File: src/rtl/ddr2_user_af_fifo.sv
// ddr2_user_af_fifo
// Single-clock command/address FIFO between the DDR2 application traffic
// generator and the controller's command sequencer. Entries are presented in
// first-word-fall-through form from a registered head, with a registered
// almost-full back-pressure flag and sticky overflow/underflow debug status.
module ddr2_user_af_fifo #(
  parameter int DEPTH     = 16,  // entries, power of two, 4..64
  parameter int AF_THRESH = 12   // almost-full occupancy threshold, 1..DEPTH
) (
  input  logic                     clk,
  input  logic                     reset,
  input  logic [35:0]              app_af_addr,
  input  logic                     app_af_wren,
  output logic                     af_almost_full,
  input  logic                     ctrl_af_rden,
  output logic                     af_empty,
  output logic [2:0]               af_cmd,
  output logic [31:0]              af_addr,
  output logic                     af_cmd_illegal,
  output logic [$clog2(DEPTH):0]   af_count,
  output logic                     af_overflow,
  output logic                     af_underflow
);

  localparam int PW = $clog2(DEPTH);
  localparam int CW = PW + 1;
  localparam logic [CW-1:0] DEPTH_C  = CW'(DEPTH);
  localparam logic [CW-1:0] THRESH_C = CW'(AF_THRESH);
  localparam logic [2:0] CMD_WR = 3'b100;
  localparam logic [2:0] CMD_RD = 3'b101;

  // Bit 35 of the write word is reserved and never stored.
  logic unused_rsvd;
  assign unused_rsvd = app_af_addr[35];

  logic [34:0]   mem [DEPTH];
  logic [PW-1:0] wr_ptr_q, wr_ptr_d;
  logic [PW-1:0] rd_ptr_q, rd_ptr_d;
  logic [PW-1:0] rd_next;
  logic [CW-1:0] count_q, count_d;
  logic [34:0]   head_q, head_d;
  logic          empty_q, empty_d;
  logic          afull_q, afull_d;
  logic          ovf_q, ovf_d;
  logic          unf_q, unf_d;
  logic          push_ok, pop_ok;

  // A pop needs a valid head; a push needs space, or a same-cycle pop that frees a slot.
  assign pop_ok  = ctrl_af_rden && !empty_q;
  assign push_ok = app_af_wren && ((count_q < DEPTH_C) || pop_ok);
  assign rd_next = rd_ptr_q + PW'(1);

  // Next-state for pointers, occupancy, head register and flags.
  always_comb begin
    // NOTE: every combinational output gets a default first so no path leaves it unassigned (no latch).
    wr_ptr_d = wr_ptr_q;
    rd_ptr_d = rd_ptr_q;
    count_d  = count_q;
    head_d   = head_q;
    ovf_d    = ovf_q;
    unf_d    = unf_q;

    if (push_ok) wr_ptr_d = wr_ptr_q + PW'(1);
    if (pop_ok)  rd_ptr_d = rd_next;

    unique case ({push_ok, pop_ok})
      2'b10:   count_d = count_q + CW'(1);
      2'b01:   count_d = count_q - CW'(1);
      default: count_d = count_q;
    endcase

    if (pop_ok) begin
      // With one entry left, the successor (if any) is the word being written
      // this very cycle, so it must bypass the array.
      if (count_q == CW'(1)) begin
        if (push_ok) head_d = app_af_addr[34:0];
      end else begin
        head_d = mem[rd_next];
      end
    end else if (push_ok && empty_q) begin
      head_d = app_af_addr[34:0];
    end

    if (app_af_wren && !push_ok) ovf_d = 1'b1;
    if (ctrl_af_rden && empty_q) unf_d = 1'b1;

    empty_d = (count_d == '0);
    afull_d = (count_d >= THRESH_C);
  end

  // Control and status registers with synchronous reset.
  always_ff @(posedge clk) begin
    // NOTE: sequential state uses non-blocking assignments so every register samples pre-edge values.
    if (reset) begin
      wr_ptr_q <= '0;
      rd_ptr_q <= '0;
      count_q  <= '0;
      head_q   <= '0;
      empty_q  <= 1'b1;
      afull_q  <= 1'b0;
      ovf_q    <= 1'b0;
      unf_q    <= 1'b0;
    end else begin
      wr_ptr_q <= wr_ptr_d;
      rd_ptr_q <= rd_ptr_d;
      count_q  <= count_d;
      head_q   <= head_d;
      empty_q  <= empty_d;
      afull_q  <= afull_d;
      ovf_q    <= ovf_d;
      unf_q    <= unf_d;
    end
  end

  // Storage array write port.
  always_ff @(posedge clk) begin
    // NOTE: the array is deliberately not reset; occupancy and pointers alone decide which entries are valid.
    if (push_ok) mem[wr_ptr_q] <= app_af_addr[34:0];
  end

  assign af_count       = count_q;
  assign af_empty       = empty_q;
  assign af_almost_full = afull_q;
  assign af_cmd         = head_q[34:32];
  assign af_addr        = head_q[31:0];
  assign af_overflow    = ovf_q;
  assign af_underflow   = unf_q;
  assign af_cmd_illegal = !empty_q && (head_q[34:32] != CMD_WR) && (head_q[34:32] != CMD_RD);

endmodule

File: config.mk
export PLATFORM = sky130hd
export DESIGN_NAME = ddr2_user_af_fifo
export DESIGN_NICKNAME = d
export VERILOG_FILES = /design/src/rtl/ddr2_user_af_fifo.sv
export SDC_FILE = /design/constraint.sdc
export NUM_CORES = 1
export LEC_CHECK = 0
export CAP_MARGIN = 10
export CORE_MARGIN = 3
export CORE_UTILIZATION = 50
export CTS_CLUSTER_DIAMETER = 60
export DETAILED_ROUTE_END_ITERATION = 7
export GPL_TIMING_DRIVEN = 1
export PLACE_DENSITY = 0.77
export SYNTH_ARGS = -nofsm -noshare
export SYNTH_HDL_FRONTEND = slang
export SYNTH_SLANG_ARGS = --single-unit
File: constraint.sdc
create_clock -name clk -period 4.5 [get_ports clk]
set_input_delay 0.9 -clock clk [delete_from_list [all_inputs] [get_ports clk]]
set_output_delay 0.9 -clock clk [all_outputs]
set_load 0.01 [all_outputs]
Word-level counts from Yosys, hierarchy flattened
Memories as Yosys holds them, arrays and structs flattened. Cells that the tools add are included.

$add $sub $neg: 4. $lt $le $gt $ge: 2. Equality and inequality tests: 6. Mux-type cells: 7. Reduce and logical (&&, ||, !) cells: 13.

Operators by type and width (number): 35-bit two-way mux (4); 5-bit one-hot mux with 2 select lines (1); 3-bit != test (second input constant) (3); 4-bit by 1-bit adder with 4-bit output (second input constant) (2); 1-bit logical AND (7); 5-bit by 1-bit adder with 5-bit output (second input constant) (1); 5-bit by 1-bit equality test with 1-bit output (second input constant) (1); 5-bit by 4-bit >= comparator with 1-bit output (second input constant) (1); 5-bit zero test (1); 5-bit less-than comparator (second input constant) (1); 5-bit by 1-bit subtractor with 5-bit output (second input constant) (1); 2-bit by 1-bit equality test with 1-bit output (second input constant) (1); 2-bit equality test (second input constant) (1); 1-bit zero test (2); 1-bit two-way mux (2); 2-bit AND reduction (1); 2-bit nonzero test (1); 1-bit logical OR (1).

Flip-flop bits (word level): 52. RAM bits: 560. Input bits: 40. Output and inout bits: 45. Word-level logic and storage cells: 41. Memories kept: 1.

Memories: mem (depth 16, bits a word 35, rd ports 1, clocked after Yosys merged registers in 0, wr ports 1, line 36) `logic [34:0] mem [DEPTH];`.

Depth between registers and ports, before layout
Gate-level depths: netlist of the first run.

Depth in word-level cells: 7. Depth in mapped cells: 11. Gate-level depth less buffers: 9.

Worst setup path after synthesis of the first run
OpenSTA, ideal clock, no wires.

Path kind: in2reg. Start: input port ctrl_af_rden. End: memory mem[3][0] (enable). Library setup time: 0.471 ns. Arrival: 4.021 ns. Required time: 4.029 ns. Setup slack: 0.009 ns. Stages: 5. Buffers on the path: 1. Cell sequence: nand2b_1 > buf_2 > a21boi_2 > nand2_1 > nor3_1.

Longest elaborated chain between the ends: 5.

RTL lines: start, declared (line 15) `input logic ctrl_af_rden,`; 1-bit logical AND (line 49) `assign pop_ok = ctrl_af_rden && !empty_q;`; 1-bit logical OR (line 50) `assign push_ok = app_af_wren && ((count_q < DEPTH_C) || pop_ok);`; 1-bit logical AND (line 50); net push_ok (line 46) `logic push_ok, pop_ok;`; 1-bit two-way mux (line 118) `if (push_ok) mem[wr_ptr_q] <= app_af_addr[34:0];`; 1-bit two-way mux (implied by the code) (line 118); end, declared (line 36).

The timed path passes the listed nets, and every way through them passes these cells.

Worst setup path in the final report of the first run
Start: input port ctrl_af_rden. End: register afull_q (netlist: af_almost_full).

Longest elaborated chain between the ends: 6. Elaborated cells between the ends (all ways): 7.

RTL lines: 1-bit logical AND * (line 49); 1-bit logical OR * (line 50); 1-bit logical AND * (line 50); net push_ok (line 46); 2-bit by 1-bit equality test with 1-bit output / 2-bit equality test (equally long branches) (line 66) `unique case ({push_ok, pop_ok})`; 5-bit one-hot mux with 2 select lines * (line 66); 5-bit by 4-bit >= comparator with 1-bit output * (line 88) `afull_d = (count_d >= THRESH_C);`; end signal, assigned (line 109) `afull_q <= afull_d;`; end, declared (line 43) `logic afull_q, afull_d;`.

Mark *: on every way through the listed nets, which the timed path passes. The rest lies on a longest branch. A chain may end at the register's enable or synchronous reset.

==> impl_metrics.py, run 1 <==
metrics = {
    "critical_path": {
        "timing.critical_path.depth": 11,
        "crit_slowest_cell": "sky130_fd_sc_hd__clkdlybuf4s50_1",
        "critPathKind": "in2reg",
        "critPathLaunch": "ctrl_af_rden",
        "cpLargestDelayFamily": "compound AO/OA/AOI/OAI gates",
        "crit_path_max_fanout": 11,
        "worst-r2r-setup-slack_ns": 1.61,
        "critPathLaunchType": "primary input",
        "crit_required_ns": 4.96,
        "endpoint_kind": "flop",
        "timing.critical_path.mode_cell": "sky130_fd_sc_hd__nand2b_1",
        "worst_path_cell_chain": "clkdlybuf4s50_1, nand2b_1, a21boi_2, buf_4, inv_1, ha_1, nand2b_1, mux2i_1, a221oi_1, o21bai_1, a21oi_1",
        "rr_worst_depth": 6,
        "crit-reg2reg-capture": "head_q[22]",
        "worst_path_largest_cell_delay_ns": 0.49,
        "arrival_ns": 3.43,
        "critical_path.reg2reg.startpoint": "rd_ptr_q[0]",
        "worst_setup_endpoint": "af_almost_full",
        "critical_path.n_buffers_inverters": 3,
    },
    "hold_path": {
        "hold_class": "reg2reg",
    },
    "run_status": {
        "run_status": "complete, but fails checks",
        "violations": "DRC",
    },
    "placed_design": {
        "portBuffers": 83,
        "globalplace.congestion": 0.764,
        "post_dp_hpwl_um": 26400,
        "detailed_place.area_sq_mm": 0.0255,
    },
    "pwr": {
        "vdd_drop_max_uv": 284,
        "p_leak_nw": 8.53,
        "powerDensity_mw_per_mm2": 470,
        "power_mw": 12.9,
    },
    "clock_network": {
        "worstSkewPairLatency_ns": 0.63,
        "cts.repair.resized": 0,
        "cts_buffer_depth": 3,
        "postCtsHoldBufs": 0,
        "clk_transition_reported_paths_ns": 0.05,
        "cts_post_setup_buffers_inserted": 0,
        "clock-root-buffer": "sky130_fd_sc_hd__clkbuf_16",
        "total_clock_buffers_created_by_cts": 59,
        "htree_depth": 2,
        "cts_tree": "done",
        "cts_num_sinks": 612,
    },
    "detailed_routing": {
        "routed_wl_um": 51400,
        "route.detailed.vias_per_inst": 6.17,
        "first_pass_iters": 8,
        "drt_first_iter_violations": 1534,
        "routed_via_count": 11600,
        "drt-wirelength-per-cell_um": 27.3,
        "route.antenna.remaining_nets": 0,
        "drt_drc_violations_left": 1,
    },
    "timing": {
        "tightest_slew_ns": 0.928,
        "grt_setup_unrepaired": "false",
        "slew_headroom_pct": 38.2,
        "number_of_endpoints_with_negative_hold_slack_in_the_final_report": 0,
        "skew_ns": 0.0418,
        "final.period_utilization_pct": 66.1,
        "post-route-min-period_ns": 2.98,
        "setup_tns_ns": 0,
        "final_slew_violations": 0,
        "fmaxAchievable_mhz": 336,
        "timing.final.setup_violations": 0,
    },
    "synth": {
        "netlist.area_leader.share_pct": 71.3,
        "synth-edff-count": 560,
        "synth.yosys.warnings": 0,
        "yosys_reg_bits": 612,
        "yosysSeqAreaShare_pct": 75.7,
        "post_synth_instance_area_sq_mm": 0.0236,
        "synthTopCellsByCount": "sky130_fd_sc_hd__edfxtp_1, sky130_fd_sc_hd__mux4_2, sky130_fd_sc_hd__mux2_2",
        "synth_cells": 1116,
        "postSynth.asyncResetShare_pct": 0,
        "avgSynthCellArea_sq_um": 21.1,
        "synth_largest_area_cell": "sky130_fd_sc_hd__edfxtp_1",
        "most_frequently_used_cell_type_in_the_post_synthesis_netlist": "sky130_fd_sc_hd__edfxtp_1",
        "yosys_cell_types": 41,
        "yosys-top-cells-area": "sky130_fd_sc_hd__edfxtp_1, sky130_fd_sc_hd__mux4_2, sky130_fd_sc_hd__dfxtp_1, sky130_fd_sc_hd__mux2_2, sky130_fd_sc_hd__a222oi_1",
        "synth.net_count": 1166,
        "synthFlopType": "sky130_fd_sc_hd__edfxtp_1",
    },
    "final_layout": {
        "final_cell_area_sq_mm": 0.0274,
        "layout_area_growth_over_synthesis_pct": 16.2,
        "post_route_cells_drive_above_1_share_pct": 28.1,
        "fin_nets": 1281,
    },
    "global_routing": {
        "grt_antenna_before_repair": 3,
        "global_route_wire_length_before_repair_um": 78700,
        "grt_usage_pct": 21.0,
        "global_route.overflow_total": 0,
        "vias_in_the_first_global_route": 12200,
        "pin_count_of_the_biggest_net_entering_global_routing": 106,
    },
    "floorplanning": {
        "fp-row-count": 78,
        "fp.dieH_um": 223,
        "design.die.area_sq_mm": 0.0498,
        "initial_core_util_pct": 51.3,
        "design.portCount": 85,
        "fp.dieW_um": 223,
        "core_region_area_sq_mm": 0.0460,
    },
    "flow_run": {
        "maxCapViolations": 0,
    },
}
-- stage by stage --
stage	utilization [%]	hold WS, ns	worst slack, ns	cells
4_1_cts	59.7	0.467	1.54	1882
2_1_floorplan	-	0.454	0.00859	1116
3_5_place_dp	55.4	0.453	0.927	1770
6_report	59.7	0.461	1.52	1884
5_1_grt	59.7	0.503	1.36	1883
3_3_place_gp	55.4	0.448	0.999	1770
-- flip-flops by register name (all words and copies together) (netlist names) --
signal	cells
af_underflow	1
mem	560
rd_ptr_q	4
af_almost_full	1
af_empty	1
head_q	35
af_overflow	1
wr_ptr_q	4
af_count	5
-- cell families after synthesis --
family / count (synthesis) / synth area share, %
buf+inv: 79 / 1.64
compound gates: 96 / 3.32
simple gates: 100 / 1.80
xor+xnor: 7 / 0.260
mux: 212 / 16.8
flops: 612 / 75.7
fa+ha+maj: 10 / 0.530
-- power by group --
| part | internal (mW) | switching [mW] |
|---|---|---|
| clock network | 2.82 | 2.08 |
| registers | 6.36 | 0.0856 |
| logic | 0.763 | 0.787 |
| total | 9.94 | 2.96 |
-- layer usage --
layer | track usage, % | up-vias | wire length, um
li1 | - | 4915 | -
met1 | 29.8 | 6067 | 20400
met2 | 34.0 | 551 | 25600
met3 | 4.14 | 83 | 4340
met4 | 5.66 | 2 | 1110
met5 | 0 | - | 13
-- cell usage in the layout (no fill, tap or decap), types with 3 or more instances in the layout --
| cell | synthesis | final |
|---|---|---|
| sky130_fd_sc_hd__nor2_1 | 65 | 53 |
| sky130_fd_sc_hd__clkbuf_8 | 0 | 8 |
| sky130_fd_sc_hd__nor3_1 | 10 | 6 |
| sky130_fd_sc_hd__a211oi_1 | 36 | 36 |
| sky130_fd_sc_hd__clkbuf_16 | 0 | 60 |
| sky130_fd_sc_hd__nand3_1 | 4 | 4 |
| sky130_fd_sc_hd__clkinv_1 | 0 | 9 |
| sky130_fd_sc_hd__bufinv_16 | 0 | 4 |
| sky130_fd_sc_hd__buf_4 | 6 | 25 |
| sky130_fd_sc_hd__nand2_1 | 9 | 9 |
| sky130_fd_sc_hd__mux2_1 | 3 | 3 |
| sky130_fd_sc_hd__mux2_2 | 67 | 67 |
| sky130_fd_sc_hd__ha_1 | 10 | 9 |
| sky130_fd_sc_hd__a21oi_1 | 10 | 10 |
| sky130_fd_sc_hd__nor2_4 | 0 | 13 |
| sky130_fd_sc_hd__dfxtp_1 | 52 | 51 |
| sky130_fd_sc_hd__inv_1 | 11 | 11 |
| sky130_fd_sc_hd__nand2b_1 | 5 | 5 |
| sky130_fd_sc_hd__edfxtp_1 | 560 | 560 |
| sky130_fd_sc_hd__a222oi_1 | 35 | 35 |
| sky130_fd_sc_hd__mux4_2 | 140 | 140 |
| sky130_fd_sc_hd__clkdlybuf4s50_1 | 0 | 82 |
| sky130_fd_sc_hd__xor2_1 | 5 | 4 |
| sky130_fd_sc_hd__nor3_2 | 0 | 4 |
| sky130_fd_sc_hd__clkinv_2 | 0 | 11 |
| sky130_fd_sc_hd__buf_12 | 0 | 14 |
| sky130_fd_sc_hd__o21ai_0 | 3 | 3 |
| sky130_fd_sc_hd__clkbuf_1 | 23 | 14 |
-- area by class of cell --
cell class              count  area, sq um
multi-input cells         425         5530
clock inverters            30          289
repair buffers            122         1290
diodes                      2         5.00
clock buffers              82         1660
inverters                  11         41.3
fillers                  3172        18500
well taps                 600          751
flip-flops and latches    612        17900
-- worst register-to-register path, cell delays in order, from the launching register on --
cell and delay (ns):
sky130_fd_sc_hd__dfxtp_4 0.37, sky130_fd_sc_hd__ha_4 0.77, sky130_fd_sc_hd__buf_12 0.36, sky130_fd_sc_hd__mux4_2 0.44, sky130_fd_sc_hd__mux2_2 0.27, sky130_fd_sc_hd__a222oi_1 0.43, sky130_fd_sc_hd__a211oi_1 0.13
-- worst min path at each step --
stage                             from           end  slack [ns]  cells past startpoint
after floorplan            rd_ptr_q[1]   rd_ptr_q[1]        0.45                      2
after global placement    af_underflow  af_underflow        0.45                      2
after detailed placement  af_underflow  af_underflow        0.45                      2
after CTS                 af_underflow  af_underflow        0.47                      2
after global routing      af_underflow  af_underflow        0.50                      2
final                     af_underflow  af_underflow        0.46                      2
Note: power is estimated with default switching activity, not from simulation.
==> run 2, diff against run 1 <==
clock period = 2.44 ns   (was 4.5 ns; I/O delays follow)
==> run 2 against run 1 <==
- the flow now finishes without violations
- critical endpoint is now head_q[10]
- worst setup slack worse by 1.5 ns
- combinational power is 120% higher
- power rose by 95%
- final cell count rose by 6.9%
- count of clock-buffer cells in the layout is 7 lower
- register-to-register slack got worse by 1.6 ns
- sequential cell count stayed put
- die area unchanged
- critical path depth shrank 4
- global-route usage is 1.0 points higher
- highest routed layer unchanged
==> impl_metrics.py, run 2 (synthesis gave the netlist of run 1 again) <==
metrics = {
    "global_routing": {
        "vias_in_the_first_global_route": 12900,
        "pin_count_of_the_biggest_net_entering_global_routing": 53,
        "grt_usage_pct": 22.0,
        "grt_antenna_before_repair": 2,
        "global_route.overflow_total": 0,
        "global_route_wire_length_before_repair_um": 81800,
    },
    "clock_network": {
        "postCtsHoldBufs": 0,
        "clk_transition_reported_paths_ns": 0.06,
        "worstSkewPairLatency_ns": 0.61,
        "cts_num_sinks": 612,
        "cts_buffer_depth": 3,
        "total_clock_buffers_created_by_cts": 61,
        "clock-root-buffer": "sky130_fd_sc_hd__clkbuf_16",
        "htree_depth": 2,
        "cts_tree": "done",
    },
    "detailed_routing": {
        "drt_drc_violations_left": 0,
        "first_pass_iters": 6,
        "route.detailed.vias_per_inst": 6.14,
        "route.antenna.remaining_nets": 0,
        "routed_wl_um": 55400,
        "drt-wirelength-per-cell_um": 27.5,
        "routed_via_count": 12400,
        "drt_first_iter_violations": 1474,
    },
    "timing": {
        "fin_worst_hold_slack_ns": 0.384,
        "timing.final.setup_violations": 0,
        "timing.final.ws_setup_ns": 0.0305,
        "skew_ns": 0.0184,
        "tightest_slew_ns": 0.578,
        "final.period_utilization_pct": 98.8,
        "post-route-min-period_ns": 2.41,
        "slew_headroom_pct": 61.4,
        "setup_tns_ns": 0,
        "number_of_endpoints_with_negative_hold_slack_in_the_final_report": 0,
        "fmaxAchievable_mhz": 415,
        "final_slew_violations": 0,
    },
    "placed_design": {
        "detailed_place.area_sq_mm": 0.0269,
        "preCtsSetupSlack_ns": -0.230,
        "globalplace.congestion": 0.755,
        "post_dp_hpwl_um": 30900,
        "placed_cells_incl_taps": 1886,
        "portBuffers": 83,
    },
    "final_layout": {
        "flip_flop_count_of_the_largest_register_all_copies_and_words_added": 560,
        "final_cells": 2014,
        "fin_nets": 1409,
        "layout_area_growth_over_synthesis_pct": 23.9,
        "layout.cells.most_common_list": "sky130_fd_sc_hd__edfxtp_1, sky130_fd_sc_hd__mux4_2, sky130_fd_sc_hd__buf_4",
        "final_cell_area_sq_mm": 0.0292,
        "post_route_cells_drive_above_1_share_pct": 35.6,
        "max_flop_register": "mem",
        "layout.cells.most_common": "sky130_fd_sc_hd__edfxtp_1",
    },
    "critical_path": {
        "worst-r2r-setup-slack_ns": 0.03,
        "critPathLaunchType": "flop",
        "critical_path.reg2reg.startpoint": "rd_ptr_q[0]",
        "worst_setup_endpoint": "head_q[10]",
        "crit_required_ns": 2.91,
        "rr_worst_depth": 7,
        "crit-reg2reg-capture": "head_q[10]",
        "critPathKind": "reg2reg",
        "crit_slowest_cell": "sky130_fd_sc_hd__a222oi_1",
        "cpLargestDelayFamily": "compound AO/OA/AOI/OAI gates",
        "critPathLaunch": "rd_ptr_q[0]",
        "timing.critical_path.depth": 7,
        "crit_path_max_fanout": 9,
        "worst_path_largest_cell_delay_ns": 0.48,
        "endpoint_kind": "flop",
        "arrival_ns": 2.88,
        "worst_path_cell_chain": "ha_4, buf_12, buf_4, mux4_2, mux2_2, a222oi_1, a211oi_1",
        "critical_path.n_buffers_inverters": 2,
    },
    "floorplanning": {
        "fp.dieW_um": 223,
        "core_region_area_sq_mm": 0.0460,
        "fp-row-count": 78,
        "fp.dieH_um": 223,
        "design.die.area_sq_mm": 0.0498,
        "initial_core_util_pct": 51.3,
        "design.portCount": 85,
    },
    "pwr": {
        "vdd_drop_max_uv": 635,
        "powerDensity_mw_per_mm2": 862,
        "p_leak_nw": 9.45,
    },
    "run_status": {
        "run_status": "completed",
    },
    "flow_run": {
        "maxCapViolations": 0,
    },
    "hold_path": {
        "hold_class": "in2reg",
    },
}
run 2: what timing repair did:
action / CTS / global route
endpoints found under the setup margin: 2 / 23
gates resized for setup: 0 / 6
setup buffers: 2 / 4
pin swaps: 2 / 5
cloned: 1 / 3
run 2: worst min-delay path by stage:
stage	startpoint	endpoint	cells past startpoint
final	reset	wr_ptr_q[2]	3
after floorplan	rd_ptr_q[1]	rd_ptr_q[1]	2
after CTS	reset	wr_ptr_q[3]	3
after global routing	reset	wr_ptr_q[3]	3
after detailed placement	af_underflow	af_underflow	2
after global placement	af_underflow	af_underflow	2
run 2: report_power, final:
part	switching (mW)	total [mW]	internal (mW)
clock	3.97	9.90	5.92
sequential	0.152	11.9	11.7
combinational	1.60	3.43	1.83
run 2: metal layers:
metal	global-route usage, %	routed length, um	up-vias
met5	0	13	-
met4	6.79	1330	2
met3	3.87	4880	104
li1	-	-	5194
met2	36.3	27900	644
met1	30.5	21300	6423
run 2: cell type report:
class,count,area [sq um]
clock buffers,75,1670
clock inverters,41,472
fillers,2931,16700
repair buffers,248,2860
flip-flops and latches,612,17900
well taps,600,751
diodes,2,5.00
multi-input cells,425,5570
inverters,11,41.3
run 2: worst reg2reg max path: cells and delay by family, from the launching register on:
kind	cells	cell delay, ns
flip-flops	1	0.38
buffers and inverters	2	0.33
adder cells (fa/ha/maj)	1	0.35
multiplexers	2	0.58
AO/OA/AOI/OAI	2	0.62
run 2: metrics by stage:
stage	power (mW)	util (%)
5_1_grt	26.0	63.6
2_1_floorplan	13.9	-
3_5_place_dp	15.4	58.5
3_3_place_gp	15.3	58.5
6_report	25.2	63.6
4_1_cts	25.2	63.3
==> run 3, diff against run 2 <==
PLACE_DENSITY = 0.78   (was 0.77)
clock period = 2 ns   (was 2.44 ns; I/O delays follow)
==> run 3 against run 2 <==
- the run now ends with DRC, setup timing left
- hold slack lost 0.032 ns
- sequential cell count is the same
- global-route usage grew 1.7 points
- routed wire length grew 5.5%
- sequential share of layout area shrank 1.4 points
- clock power grew 18%
- utilization grew 1.5 points
- critical endpoint is now head_q[34]
- largest power group unchanged
- highest routed layer unchanged
==> impl_metrics.py, run 3 (synthesis gave the netlist of run 1 again) <==
metrics = {
    "detailed_routing": {
        "route.antenna.remaining_nets": 0,
        "first_pass_iters": 8,
        "routed_length_on_met3_um": 6080,
        "routed_wl_um": 58500,
        "routed_via_count": 12800,
        "dr.max_layer_used": "met5",
        "drt_first_iter_violations": 1757,
        "drt_drc_violations_left": 5,
        "route.detailed.vias_per_inst": 6.27,
        "drt-wirelength-per-cell_um": 28.6,
        "routedLengthMet1_um": 22400,
        "met2_wirelength_um": 28500,
    },
    "timing": {
        "timing.final.setup_violations": 35,
        "final_slew_violations": 0,
        "tightest_slew_ns": 0.740,
        "post-route-min-period_ns": 2.40,
        "fin_worst_hold_slack_ns": 0.352,
        "timing.final.ws_setup_ns": -0.401,
        "number_of_endpoints_with_negative_hold_slack_in_the_final_report": 0,
        "slew_headroom_pct": 50.6,
        "final.period_utilization_pct": 120,
        "grt_setup_unrepaired": "true",
        "setup_tns_ns": -9.54,
        "fmaxAchievable_mhz": 416,
        "skew_ns": 0.0154,
    },
    "global_routing": {
        "grt_antenna_before_repair": 1,
        "pin_count_of_the_biggest_net_entering_global_routing": 37,
        "grt_usage_pct": 23.8,
        "global_route_wire_length_before_repair_um": 88000,
        "global_route.overflow_total": 0,
        "vias_in_the_first_global_route": 13300,
    },
    "final_layout": {
        "flip_flop_count_of_the_largest_register_all_copies_and_words_added": 560,
        "layout.cells.most_common_list": "sky130_fd_sc_hd__edfxtp_1, sky130_fd_sc_hd__mux4_2, sky130_fd_sc_hd__buf_4",
        "final_cells": 2047,
        "post_route_cells_drive_above_1_share_pct": 37.9,
        "layout.cells.most_common": "sky130_fd_sc_hd__edfxtp_1",
        "layout_area_growth_over_synthesis_pct": 26.8,
        "max_flop_register": "mem",
        "num_antenna_cells": 0,
        "layout.filler_cells": 2832,
        "fin_nets": 1444,
    },
    "run_status": {
        "violations": "DRC, setup timing",
        "run_status": "complete, but fails checks",
    },
    "placed_design": {
        "portBuffers": 83,
        "globalplace.congestion": 0.784,
        "placed_cells_incl_taps": 1905,
        "post_dp_hpwl_um": 32200,
    },
    "critical_path": {
        "crit_slowest_cell": "sky130_fd_sc_hd__a222oi_1",
        "crit_required_ns": 2.47,
        "crit_path_max_fanout": 7,
        "endpoint_kind": "flop",
        "arrival_ns": 2.87,
        "critPathKind": "reg2reg",
        "worst_path_largest_cell_delay_ns": 0.48,
        "worst_path_cell_chain": "ha_4, buf_12, buf_16, mux4_2, mux2_2, a222oi_1, a211oi_1",
        "critPathLaunchType": "flop",
    },
    "floorplanning": {
        "design.portCount": 85,
        "fp-row-count": 78,
        "design.die.area_sq_mm": 0.0498,
        "fp.dieH_um": 223,
        "fp.dieW_um": 223,
        "initial_core_util_pct": 51.3,
        "core_region_area_sq_mm": 0.0460,
    },
    "clock_network": {
        "cts_buffer_depth": 3,
        "clk_transition_reported_paths_ns": 0.06,
        "worstSkewPairLatency_ns": 0.61,
        "cts_tree": "done",
        "total_clock_buffers_created_by_cts": 61,
        "clock-root-buffer": "sky130_fd_sc_hd__clkbuf_16",
        "htree_depth": 2,
        "cts_num_sinks": 612,
    },
    "pwr": {
        "p_leak_nw": 9.95,
        "power_mw": 31.0,
        "vdd_drop_max_uv": 875,
        "powerDensity_mw_per_mm2": 1040,
    },
    "flow_run": {
        "maxCapViolations": 0,
    },
    "hold_path": {
        "hold_class": "in2reg",
    },
}
## run 3: timing repair
| action | 4_1_cts | 5_1_grt |
|---|---|---|
| gates resized for setup | 54 | 28 |
| pin swaps | 31 | 24 |
| gates cloned | 9 | 1 |
| setup buffers | 12 | 10 |
| setup endpoints to repair | 42 | 42 |
| hold buffers | 0 | 0 |
## run 3: metrics by stage
| stage | utilization (%) | setup slack, ns | cell area [sq um] |
|---|---|---|---|
| after global placement | 59.2 | -0.446 | 27200 |
| after detailed placement | 59.2 | -0.498 | 27200 |
| after global routing | 65.1 | -0.443 | 29900 |
| final | 65.1 | -0.401 | 29900 |
| after CTS | 64.9 | -0.355 | 29800 |
| after floorplan | - | -0.468 | 23900 |
## run 3: report_power, final
group          internal, mW  switching [mW]
combinational          2.66            2.23
sequential             14.3           0.169
clock                  6.80            4.87
total                  23.8            7.27
## run 3: routing by layer
layer / vias up / track usage (%)
met2: 818 / 37.9
met5: - / 0
met4: 2 / 7.32
li1: 5249 / -
met3: 114 / 5.45
met1: 6653 / 33.2
## run 3: final timing paths
check	startpoint	end	slack (ns)	cells past startpoint
setup reg to reg	rd_ptr_q[0]	head_q[34]	-0.40	7
setup / recovery	rd_ptr_q[0]	head_q[34]	-0.40	7
hold reg to reg	af_overflow	af_overflow	0.47	2
hold / removal	reset	af_count[4]	0.35	2
## run 3: critical path, delay by kind of cell, from the launching register on
kind	cells	cell delay [ns]
AOI/OAI and AO/OA	2	0.64
buffers and inverters	2	0.33
adders and majority gates	1	0.36
muxes	2	0.56
DFF	1	0.38
## run 3: layout make-up
cell class	instances	area, sq um	share of cell area [%]
Sequential cell	612	17900	59.7
Multi-Input combinational cell	425	5760	19.3
Timing Repair Buffer	283	3440	11.5
Clock buffer	75	1650	5.52
Tap cell	600	751	2.51
Clock inverter	41	414	1.38
Inverter	11	41.3	0.138
